==> src/rtl/fetch_unit.sv <==
// Instruction fetch stage: IDLE/RUN/HALT sequencer that drives the instruction-memory address and registers the fetched word for decode.
// Optional FETCH_PERF_COUNT_EN adds a saturating 16-bit retired-instruction counter (retire_cnt).
module fetch_unit #(
    parameter int                   PC_W       = 8,
    parameter int                   INSTR_W    = 9,
    parameter logic [INSTR_W-1:0]   NOP_INSTR  = 9'b101100100,
    parameter logic [INSTR_W-1:0]   HALT_INSTR = 9'b111111111
) (
    input  logic                clk,
    input  logic                rst_n,
    input  logic                start,
    input  logic [PC_W-1:0]     start_addr,
    input  logic                stall,
    input  logic                br_taken,
    input  logic [PC_W-1:0]     br_target,
    output logic [PC_W-1:0]     imem_pc,
    input  logic [INSTR_W-1:0]  imem_data,
    output logic [INSTR_W-1:0]  instr,
    output logic [PC_W-1:0]     instr_pc,
    output logic                instr_valid,
    output logic                halted
`ifdef FETCH_PERF_COUNT_EN
    ,
    output logic [15:0]         retire_cnt
`endif
);

    typedef enum logic [1:0] {
        S_IDLE = 2'd0,
        S_RUN  = 2'd1,
        S_HALT = 2'd2
    } state_t;

    state_t              r_state;
    logic [PC_W-1:0]     r_pc;
    logic [INSTR_W-1:0]  r_instr;
    logic [PC_W-1:0]     r_instr_pc;
    logic                r_valid;
    logic                r_halted;

    logic                w_fetch;
    logic                w_is_halt;
    logic                w_start_accept;
    logic [PC_W-1:0]     w_pc_inc;

    // A fetch commits only in RUN when the branch bubble and the stall hold both stay out of the way.
    assign w_fetch        = (r_state == S_RUN) && !br_taken && !stall;
    assign w_is_halt      = (imem_data == HALT_INSTR);
    assign w_start_accept = start && ((r_state == S_IDLE) || (r_state == S_HALT));
    assign w_pc_inc       = r_pc + PC_W'(1);

    // NOTE: all state uses non-blocking assignments so every register samples pre-edge values; reset is synchronous, so it lives inside the clocked branch.
    always_ff @(posedge clk) begin
        if (!rst_n) begin
            r_state    <= S_IDLE;
            r_pc       <= '0;
            r_instr    <= NOP_INSTR;
            r_instr_pc <= '0;
            r_valid    <= 1'b0;
            r_halted   <= 1'b0;
        end else begin
            unique case (r_state)
                S_IDLE: begin
                    if (start) begin
                        r_state <= S_RUN;
                        r_pc    <= start_addr;
                    end
                end
                S_RUN: begin
                    if (br_taken) begin
                        r_pc    <= br_target;
                        r_instr <= NOP_INSTR;
                        r_valid <= 1'b0;
                    end else if (!stall) begin
                        r_instr    <= imem_data;
                        r_instr_pc <= r_pc;
                        r_valid    <= 1'b1;
                        if (w_is_halt) begin
                            r_state  <= S_HALT;
                            r_halted <= 1'b1;
                        end else begin
                            r_pc <= w_pc_inc;
                        end
                    end
                end
                S_HALT: begin
                    r_valid <= 1'b0;
                    if (start) begin
                        r_state  <= S_RUN;
                        r_pc     <= start_addr;
                        r_halted <= 1'b0;
                    end
                end
                default: begin
                    r_state  <= S_IDLE;
                    r_pc     <= '0;
                    r_instr  <= NOP_INSTR;
                    r_valid  <= 1'b0;
                    r_halted <= 1'b0;
                end
            endcase
        end
    end

    assign imem_pc     = r_pc;
    assign instr       = r_instr;
    assign instr_pc    = r_instr_pc;
    assign instr_valid = r_valid;
    assign halted      = r_halted;

`ifdef FETCH_PERF_COUNT_EN
    logic [15:0] r_retire_cnt;

    // Every committed fetch retires one instruction, the halt word included; bubbles do not count.
    always_ff @(posedge clk) begin
        if (!rst_n) begin
            r_retire_cnt <= '0;
        end else if (w_start_accept) begin
            r_retire_cnt <= '0;
        end else if (w_fetch && (r_retire_cnt != 16'hFFFF)) begin
            r_retire_cnt <= r_retire_cnt + 16'd1;
        end
    end

    assign retire_cnt = r_retire_cnt;
`endif

endmodule

==> config.mk <==
export PLATFORM = sky130hd
export DESIGN_NAME = fetch_unit
export DESIGN_NICKNAME = d
export VERILOG_FILES = /design/src/rtl/fetch_unit.sv
export SDC_FILE = /design/constraint.sdc
export NUM_CORES = 1
export LEC_CHECK = 0
export BUFFER_PORTS_ARGS = -buffer_cell sky130_fd_sc_hd__buf_2
export CAP_MARGIN = 20
export CORE_MARGIN = 3
export CORE_UTILIZATION = 48
export DETAILED_ROUTE_END_ITERATION = 8
export PLACE_DENSITY = 0.9
export SLEW_MARGIN = 20
export SYNTH_ARGS = -nofsm -noshare
export SYNTH_HDL_FRONTEND = slang
export SYNTH_SLANG_ARGS = --single-unit
==> constraint.sdc <==
create_clock -name clk -period 1.6 [get_ports clk]
set_input_delay 0.16 -clock clk [delete_from_list [all_inputs] [get_ports clk]]
set_output_delay 0.16 -clock clk [all_outputs]
set_load 0.02 [all_outputs]
## After elaboration in Yosys (flattened, before gate mapping)

Cells that the tools add are included.

- Flip-flop bits (word level): 29
- Output and inout bits: 27

- Bitwise logic cells: 4
- Add/sub/neg operators: 1
- Eq/ne operators: 10
- Muxes and demuxes: 21
- Reduce and logical (&&, ||, !) cells: 8

Operator list:

| kind | count |
|---|---|
| $mux W8 | 4 |
| $mux W9 | 2 |
| $pmux W9 S2 | 1 |
| $pmux W8 S2 | 1 |
| $eq A9 B9 Y1 const B | 1 |
| $add A8 B1 Y8 const B | 1 |
| $mux W2 | 4 |
| $ne A2 B2 Y1 const B | 4 |
| $mux W1 | 6 |
| $ne A3 B3 Y1 const B | 2 |
| $reduce_and A3 Y1 | 2 |
| $reduce_and A5 Y1 | 1 |
| $not A1 Y1 | 4 |
| $pmux W2 S2 | 1 |
| $reduce_and A2 Y1 | 2 |
| $reduce_and A4 Y1 | 1 |
| $pmux W1 S3 | 1 |
| $eq A2 B1 Y1 const B | 1 |
| $eq A2 B2 Y1 const B | 1 |
| $logic_not A2 Y1 | 1 |
| $ne A2 B1 Y1 const B | 1 |
| $pmux W1 S2 | 1 |
| $reduce_or A2 Y1 | 1 |

## Logic depth before layout (Yosys ltp)

Gate-level depths: netlist of run 1.

- Depth in word-level cells: 5
- Depth in mapped cells: 6
- Mapped depth without buffers: 5

## Worst setup path before layout of run 1

Ideal clock, no wire load.

- Kind: reg-to-reg
- From: reg r_pc[2] (netlist: imem_pc[2])
- To: reg r_pc[7] (netlist: imem_pc[7])
- Arrival: 1.338 ns
- Data required time: 1.480 ns
- Slack: 0.143 ns
- Library setup time: 0.120 ns
- Stages on the path, launching flop included: 5
- Cell sequence: dfxtp_1 -> nand3_1 -> o311ai_0 -> nor3_1 -> a211o_1

- Longest elaborated chain between the ends: 5

RTL lines:

| what | RTL line | RTL |
|---|---|---|
| start, declared | 35 | `logic [PC_W-1:0] r_pc;` |
| start signal, assigned | 66 | `r_pc <= start_addr;` |
| start signal, assigned | 71 | `r_pc <= br_target;` |
| start signal, assigned | 82 | `r_pc <= w_pc_inc;` |
| $add A8 B1 Y8 | 50 | `assign w_pc_inc = r_pc + PC_W'(1);` |
| $mux W8 | 78 | `if (w_is_halt) begin` |
| $mux W8 | 74 | `end else if (!stall) begin` |
| $mux W8 | 70 | `if (br_taken) begin` |
| $pmux W8 S2 | 62 | `unique case (r_state)` |

Every way passes these cells. The select of a mux whose other input is x is not followed.
A chain may end at the register's enable or synchronous reset.

## Final worst setup path of run 1

- From: reg r_state[1]
- To: reg r_pc[7] (netlist: imem_pc[7])

- Longest elaborated chain between the ends: 4
- Elaborated cells between the ends (all ways): 9

RTL lines:

| what | RTL line | RTL |
|---|---|---|
| start, declared | 34 | `state_t r_state;` |
| start signal, assigned | 55 | `r_state <= S_IDLE;` |
| start signal, assigned | 65 | `r_state <= S_RUN;` |
| start signal, assigned | 79 | `r_state <= S_HALT;` |
| $eq A2 B2 Y1 / $logic_not A2 Y1 (equally long branches) | 62 |  |
| $reduce_or A2 Y1 (no source line) | - |  |
| $ne A2 B1 Y1 (no source line) | - |  |
| $reduce_and A3 Y1 (no source line) | - |  |

Parallel ways exist; a longest one is shown, timed or not.

==> flow_metrics.py, run 1 <==
metrics = {
    "synthesis": {
        "synthCells": 178,
        "async_reset_ff_share_pct": 0,
        "synth_edf_count": 0,
        "ys_warn_count": 0,
        "ys_ff_latch": 29,
        "syn_nets": 209,
        "syn_area_per_cell_um2": 8.08,
        "netlist_area_mm2": 0.00144,
        "synth_seq_area_share_pct": 40.4,
        "synth_top_flop_cell": "dfxtp_1",
        "synth_cell_types": 41,
    },
    "cts": {
        "htreeDepth": 2,
        "clock_tree.buffer_depth": 2,
        "clock-sinks": 29,
        "clkLatencyLatePin_ns": 0.34,
        "hold_buffers": 0,
        "clkTransAtPathRegs_ns": 0.09,
        "cts-resized-gates": 0,
        "cts_setup_buffers": 0,
        "cts_tree": "done",
        "ctsRootBufferMaster": "clkbuf_4",
        "cts_made_buffers": 5,
    },
    "worst_setup_path": {
        "crit_type": "reg2reg",
        "cpMaxStageDelayCell": "or3b_4",
        "arrival_ns": 1.82,
        "slowest_delay_ns": 0.49,
        "cp.required_ns": 1.89,
        "critPathTopFamily": "simple AND/OR/NAND/NOR gates",
        "end_kind": "flop",
        "crit_path_start_kind": "flop",
        "crit_chain": "or3b_4, nor4_1, o221a_1, a211o_1",
        "worst-path-buf-inv": 0,
        "cp_max_fo": 14,
    },
    "sta": {
        "setup_ws_ns": 0.0747,
        "setup_viol": 0,
        "worstMarginPinSlew_ns": 0.431,
        "finalHoldViolCount": 0,
        "fmax_ghz": 0.656,
        "relSlewSlack_pct": 71.2,
        "finalClockSkew_ns": 0.00661,
        "fin_tns_setup_ns": 0,
        "finalCriticalPeriod_ns": 1.53,
        "period_share_pct": 95.3,
        "rsz0062_at_grt": "false",
        "finalMaxSlewViolations": 0,
    },
    "layout": {
        "drive_gt1_share_pct": 33.1,
        "insertedDiodeCount": 0,
        "final_cell_mix": "buf_2, nand2_1, dfxtp_1",
        "nNetsFinal": 275,
        "area_growth_pct": 28.2,
        "stdcell_area_mm2": 0.00184,
        "mostFrequentLayoutCell": "buf_2",
    },
    "global_route": {
        "first_global_vias": 1427,
        "grt_antenna_before_repair": 0,
        "gr-total-overflow": 0,
        "grt_use_met2_pct": 36.9,
        "grt_pass1_wl_mm": 6.33,
        "grt.met3_usage_pct": 7.45,
        "met1_usage_pct": 27.7,
        "busiest_layer": "met2",
        "grt_max_degree": 15,
        "grt_util_all_layers_pct": 23.2,
    },
    "pwr": {
        "p_sw_uw": 468,
        "swShare_pct": 31.0,
        "p_per_area_mw_per_mm2": 820,
        "seq_power_share_pct": 51.4,
        "p_clk_share_pct": 28.6,
        "p_comb_share_pct": 20.0,
        "power.internal_mw": 1.04,
        "p_leak_nw": 0.815,
        "ir_drop_mv": 0.711,
    },
    "die": {
        "ios": 57,
        "die_h_um": 60.7,
        "core_mm2": 0.00281,
        "fp.dieW_um": 60.7,
        "die_area_mm2": 0.00369,
        "num_rows": 19,
        "initial_core_util_pct": 51.2,
    },
    "placed_design": {
        "portBuffers": 56,
        "place_ws_ns": 0.0864,
        "place_congestion": 0.823,
        "dp_hpwl_mm": 3.01,
        "placed_area_mm2": 0.00179,
    },
    "detailed_routing": {
        "antenna_left": 0,
        "first_pass_iters": 5,
        "routed_wl_mm": 3.94,
        "vias": 1562,
        "viasPerCell": 5.66,
        "drcViolationCount": 0,
        "post_drt_wl_per_cell_um": 14.3,
        "drtIter0Drc": 69,
    },
    "outcome": {
        "status": "complete, no violations",
    },
    "run": {
        "max_cap_violations": 0,
    },
    "min_path": {
        "hold_class": "in2reg",
    },
}
-- power by group through the flow --
| stage | clock network [mW] | registers [mW] | logic [mW] |
|---|---|---|---|
| after floorplan | 0 | 0.826 | 0.148 |
| final | 0.431 | 0.776 | 0.303 |
| after detailed placement | 0 | 0.792 | 0.300 |
| after CTS | 0.430 | 0.776 | 0.301 |
| after global routing | 0.462 | 0.781 | 0.333 |
| after global placement | 0 | 0.792 | 0.294 |
-- flip-flops by register name (all words and copies together), names as in the netlist --
| register | count |
|---|---|
| halted | 1 |
| imem_pc | 8 |
| instr | 9 |
| instr_pc | 8 |
| instr_valid | 1 |
| r_state | 2 |
-- final cells by class --
class                           count  area (µm²)
Timing Repair Buffer               68         370
Inverter                           14        52.6
Sequential cell                    29         581
Multi-Input combinational cell    126         749
Fill cell                         250         962
Tap cell                           31        38.8
Clock inverter                      2        10.0
Clock buffer                        6        41.3
-- logic make-up (layout without fill, tap and decap cells) --
family	count (synthesis)	count (layout)	synth area share (%)
buffers and inverters	23	90	7.48
DFF	29	29	40.4
and+or+nand+nor	65	65	21.9
muxes	1	1	0.696
AOI/OAI and AO/OA	59	59	28.6
adders and majority gates	1	1	0.870
-- worst register-to-register path: stages, from the launching register on --
cell and delay (ns):
dfxtp_1 0.36, or3b_4 0.49, nor4_1 0.32, o221a_1 0.23, a211o_1 0.09
-- synthesized netlist by cell type, types with 2 or more instances --
cell	instances	area [µm²]
nand2_1	33	124
a21oi_1	13	65.1
clkbuf_1	2	7.51
dfxtp_1	29	581
buf_6	2	22.5
o21a_1	2	15.0
nand3_1	3	15.0
o21ai_0	5	25.0
a22oi_1	6	45.0
o221ai_1	8	70.1
inv_1	13	48.8
nor4_2	2	25.0
nor2_1	9	33.8
o22ai_1	12	75.1
or2_1	2	12.5
buf_2	5	25.0
nand2b_1	3	18.8
a22o_1	2	17.5
nor3_1	5	25.0
-- per-stage QoR --
step	hold slack, ns	util (%)	cells	total power [mW]
finish	0.0749	65.7	276	1.51
global route	0.0788	65.7	276	1.58
CTS	0.0706	65.7	276	1.51
detailed placement	0.416	63.9	268	1.09
global placement	0.407	63.9	268	1.09
floorplan	0.306	-	178	0.974
-- final timing paths --
path	slack, ns	start	endpoint	cells after the start
worst max-delay path	0.07	r_state[1]	imem_pc[7]	4
worst min-delay path	0.07	imem_data[8]	instr[8]	3
worst max register to register	0.07	r_state[1]	imem_pc[7]	4
worst min register to register	0.46	instr_pc[4]	instr_pc[4]	2
-- routing by layer --
metal	part of all wire, %	wire length, µm
met1	42	1640
met2	48	1880
met3	8.2	321
met4	2.4	95
met5	0	0
Power figures use the tool's default switching activity.
==> run 2: changes to the inputs <==
--- a/config.mk
+++ b/config.mk
@@ -11,6 +11,7 @@
 export CORE_UTILIZATION = 48
 export DETAILED_ROUTE_END_ITERATION = 8
 export PLACE_DENSITY = 0.9
+export SETUP_SLACK_MARGIN = 0.2
 export SLEW_MARGIN = 20
 export SYNTH_ARGS = -nofsm -noshare
 export SYNTH_HDL_FRONTEND = slang
==> flow_metrics.py, run 2 (synthesis results as in run 1) <==
metrics = {
    "sta": {
        "finalMaxSlewViolations": 0,
        "period_share_pct": 91.0,
        "worstMarginPinSlew_ns": 0.364,
        "finalHoldViolCount": 0,
        "relSlewSlack_pct": 75.1,
        "rsz0062_at_grt": "true",
        "setup_viol": 0,
        "whs_ns": 0.0810,
        "fmax_ghz": 0.687,
        "finalCriticalPeriod_ns": 1.46,
        "fin_tns_setup_ns": 0,
        "finalClockSkew_ns": 0.00509,
    },
    "die": {
        "core_mm2": 0.00281,
        "fp.dieW_um": 60.7,
        "initial_core_util_pct": 51.2,
        "ios": 57,
        "num_rows": 19,
        "die_h_um": 60.7,
        "die_area_mm2": 0.00369,
    },
    "outcome": {
        "status": "complete, no violations",
    },
    "layout": {
        "nNetsFinal": 280,
        "area_growth_pct": 36.6,
        "mostFrequentLayoutCell": "buf_2",
        "largest_register_ffs": 9,
        "insertedDiodeCount": 0,
        "final_cell_mix": "buf_2, nand2_1, dfxtp_1",
        "stdcell_area_mm2": 0.00196,
        "fillers": 246,
        "drive_gt1_share_pct": 39.6,
    },
    "worst_setup_path": {
        "cp-endpoint": "imem_pc[7]",
        "worstSetupStartpoint": "r_state[1]",
        "reg2reg_slack_ns": 0.14,
        "cp_max_fo": 7,
        "r2r-start": "r_state[1]",
        "arrival_ns": 1.74,
        "end_kind": "flop",
        "crit_type": "reg2reg",
        "crit_path_start_kind": "flop",
        "rr_endpoint": "imem_pc[7]",
        "reg2reg_depth": 4,
        "cp.required_ns": 1.89,
    },
    "detailed_routing": {
        "drtIter0Drc": 76,
        "viasPerCell": 5.79,
        "routed_wl_mm": 4.30,
        "drcViolationCount": 0,
        "antenna_left": 0,
        "post_drt_wl_per_cell_um": 15.3,
        "first_pass_iters": 4,
        "vias": 1628,
    },
    "cts": {
        "htreeDepth": 2,
        "clock-sinks": 29,
        "cts_made_buffers": 5,
        "hold_buffers": 0,
        "ctsRootBufferMaster": "clkbuf_4",
        "clkTransAtPathRegs_ns": 0.09,
        "cts_tree": "done",
        "clock_tree.buffer_depth": 2,
        "clkLatencyLatePin_ns": 0.33,
    },
    "placed_design": {
        "placed_area_mm2": 0.00179,
        "portBuffers": 56,
        "dp_hpwl_mm": 3.01,
        "place_congestion": 0.873,
    },
    "global_route": {
        "grt_antenna_before_repair": 0,
        "grt_util_all_layers_pct": 24.0,
        "gr-total-overflow": 0,
        "grt_max_degree": 15,
        "first_global_vias": 1550,
        "grt_pass1_wl_mm": 6.52,
    },
    "run": {
        "max_cap_violations": 0,
    },
    "pwr": {
        "p_leak_nw": 0.866,
        "p_per_area_mw_per_mm2": 780,
        "ir_drop_mv": 0.659,
    },
    "min_path": {
        "hold_class": "in2reg",
    },
}
## run 2: cell count changes in the layout (fill, tap and decap cells not counted), moves of 2 or more
cell | previous run | this run
nor4_4 | 0 | 2
dfxtp_1 | 29 | 24
nor3_2 | 0 | 2
dfxtp_2 | 0 | 4
buf_4 | 12 | 15
nor3_1 | 5 | 3
## run 2: critical path: stages, from the launching register on
cell and delay [ns]:
dfxtp_4 0.37, or3b_4 0.45, nor4_4 0.26, o221a_1 0.24
a211o_1 0.09
## run 2: report_power, final
group	leakage [nW]	switching [mW]	internal, mW
Combinational	0.596	0.196	0.139
Clock	0.0320	0.255	0.167
Sequential	0.238	0.0259	0.750
Total	0.866	0.476	1.06
## run 2: how the worst min path moves through the flow
stage,startpoint,endpoint,slack [ns],cells past startpoint
3_3_place_gp,imem_data[6],instr[6],0.41,3
2_1_floorplan,imem_data[2],instr[2],0.31,2
4_1_cts,imem_data[6],instr[6],0.08,3
5_1_grt,rst_n,instr[6],0.08,2
6_report,imem_data[6],instr[6],0.08,3
3_5_place_dp,rst_n,instr[8],0.42,2
## run 2: repair_timing
item | CTS | global route
cloned | 1 | 1
endpoints found under the setup margin | 13 | 24
buffers inserted | 1 | 3
pin swaps | 8 | 5
endpoints found under the hold margin | 0 | 0
resized for setup | 12 | 6
## run 2: final cells by class
class	count	area, µm²	share of cell area (%)
clock buffer	6	41.3	2.10
clock inverter	2	10.0	0.510
inverter	14	52.6	2.68
multi-input combinational	127	827	42.1
sequential	29	589	30.0
tap	31	38.8	1.98
timing repair buffer	72	404	20.6
## run 2: metrics by stage
| stage | util, % | total power, mW | setup slack [ns] | std cells |
|---|---|---|---|---|
| 5_1_grt | 70.0 | 1.60 | 0.0727 | 281 |
| 3_5_place_dp | 63.8 | 1.09 | 0.0143 | 267 |
| 2_1_floorplan | - | 0.976 | 0.213 | 178 |
| 3_3_place_gp | 63.8 | 1.09 | 0.125 | 267 |
| 4_1_cts | 68.0 | 1.53 | 0.175 | 277 |
| 6_report | 70.0 | 1.53 | 0.144 | 281 |
## run 2: per-layer routing
layer / routed length (µm) / part of all wire [%] / track usage [%] / vias to the layer above
met5: 0 / 0 / 0 / -
met4: 173 / 4.0 / 17.0 / 0
met3: 281 / 6.5 / 6.60 / 20
met2: 2120 / 49 / 38.9 / 76
met1: 1720 / 40 / 26.9 / 740
li1: - / - / - / 792
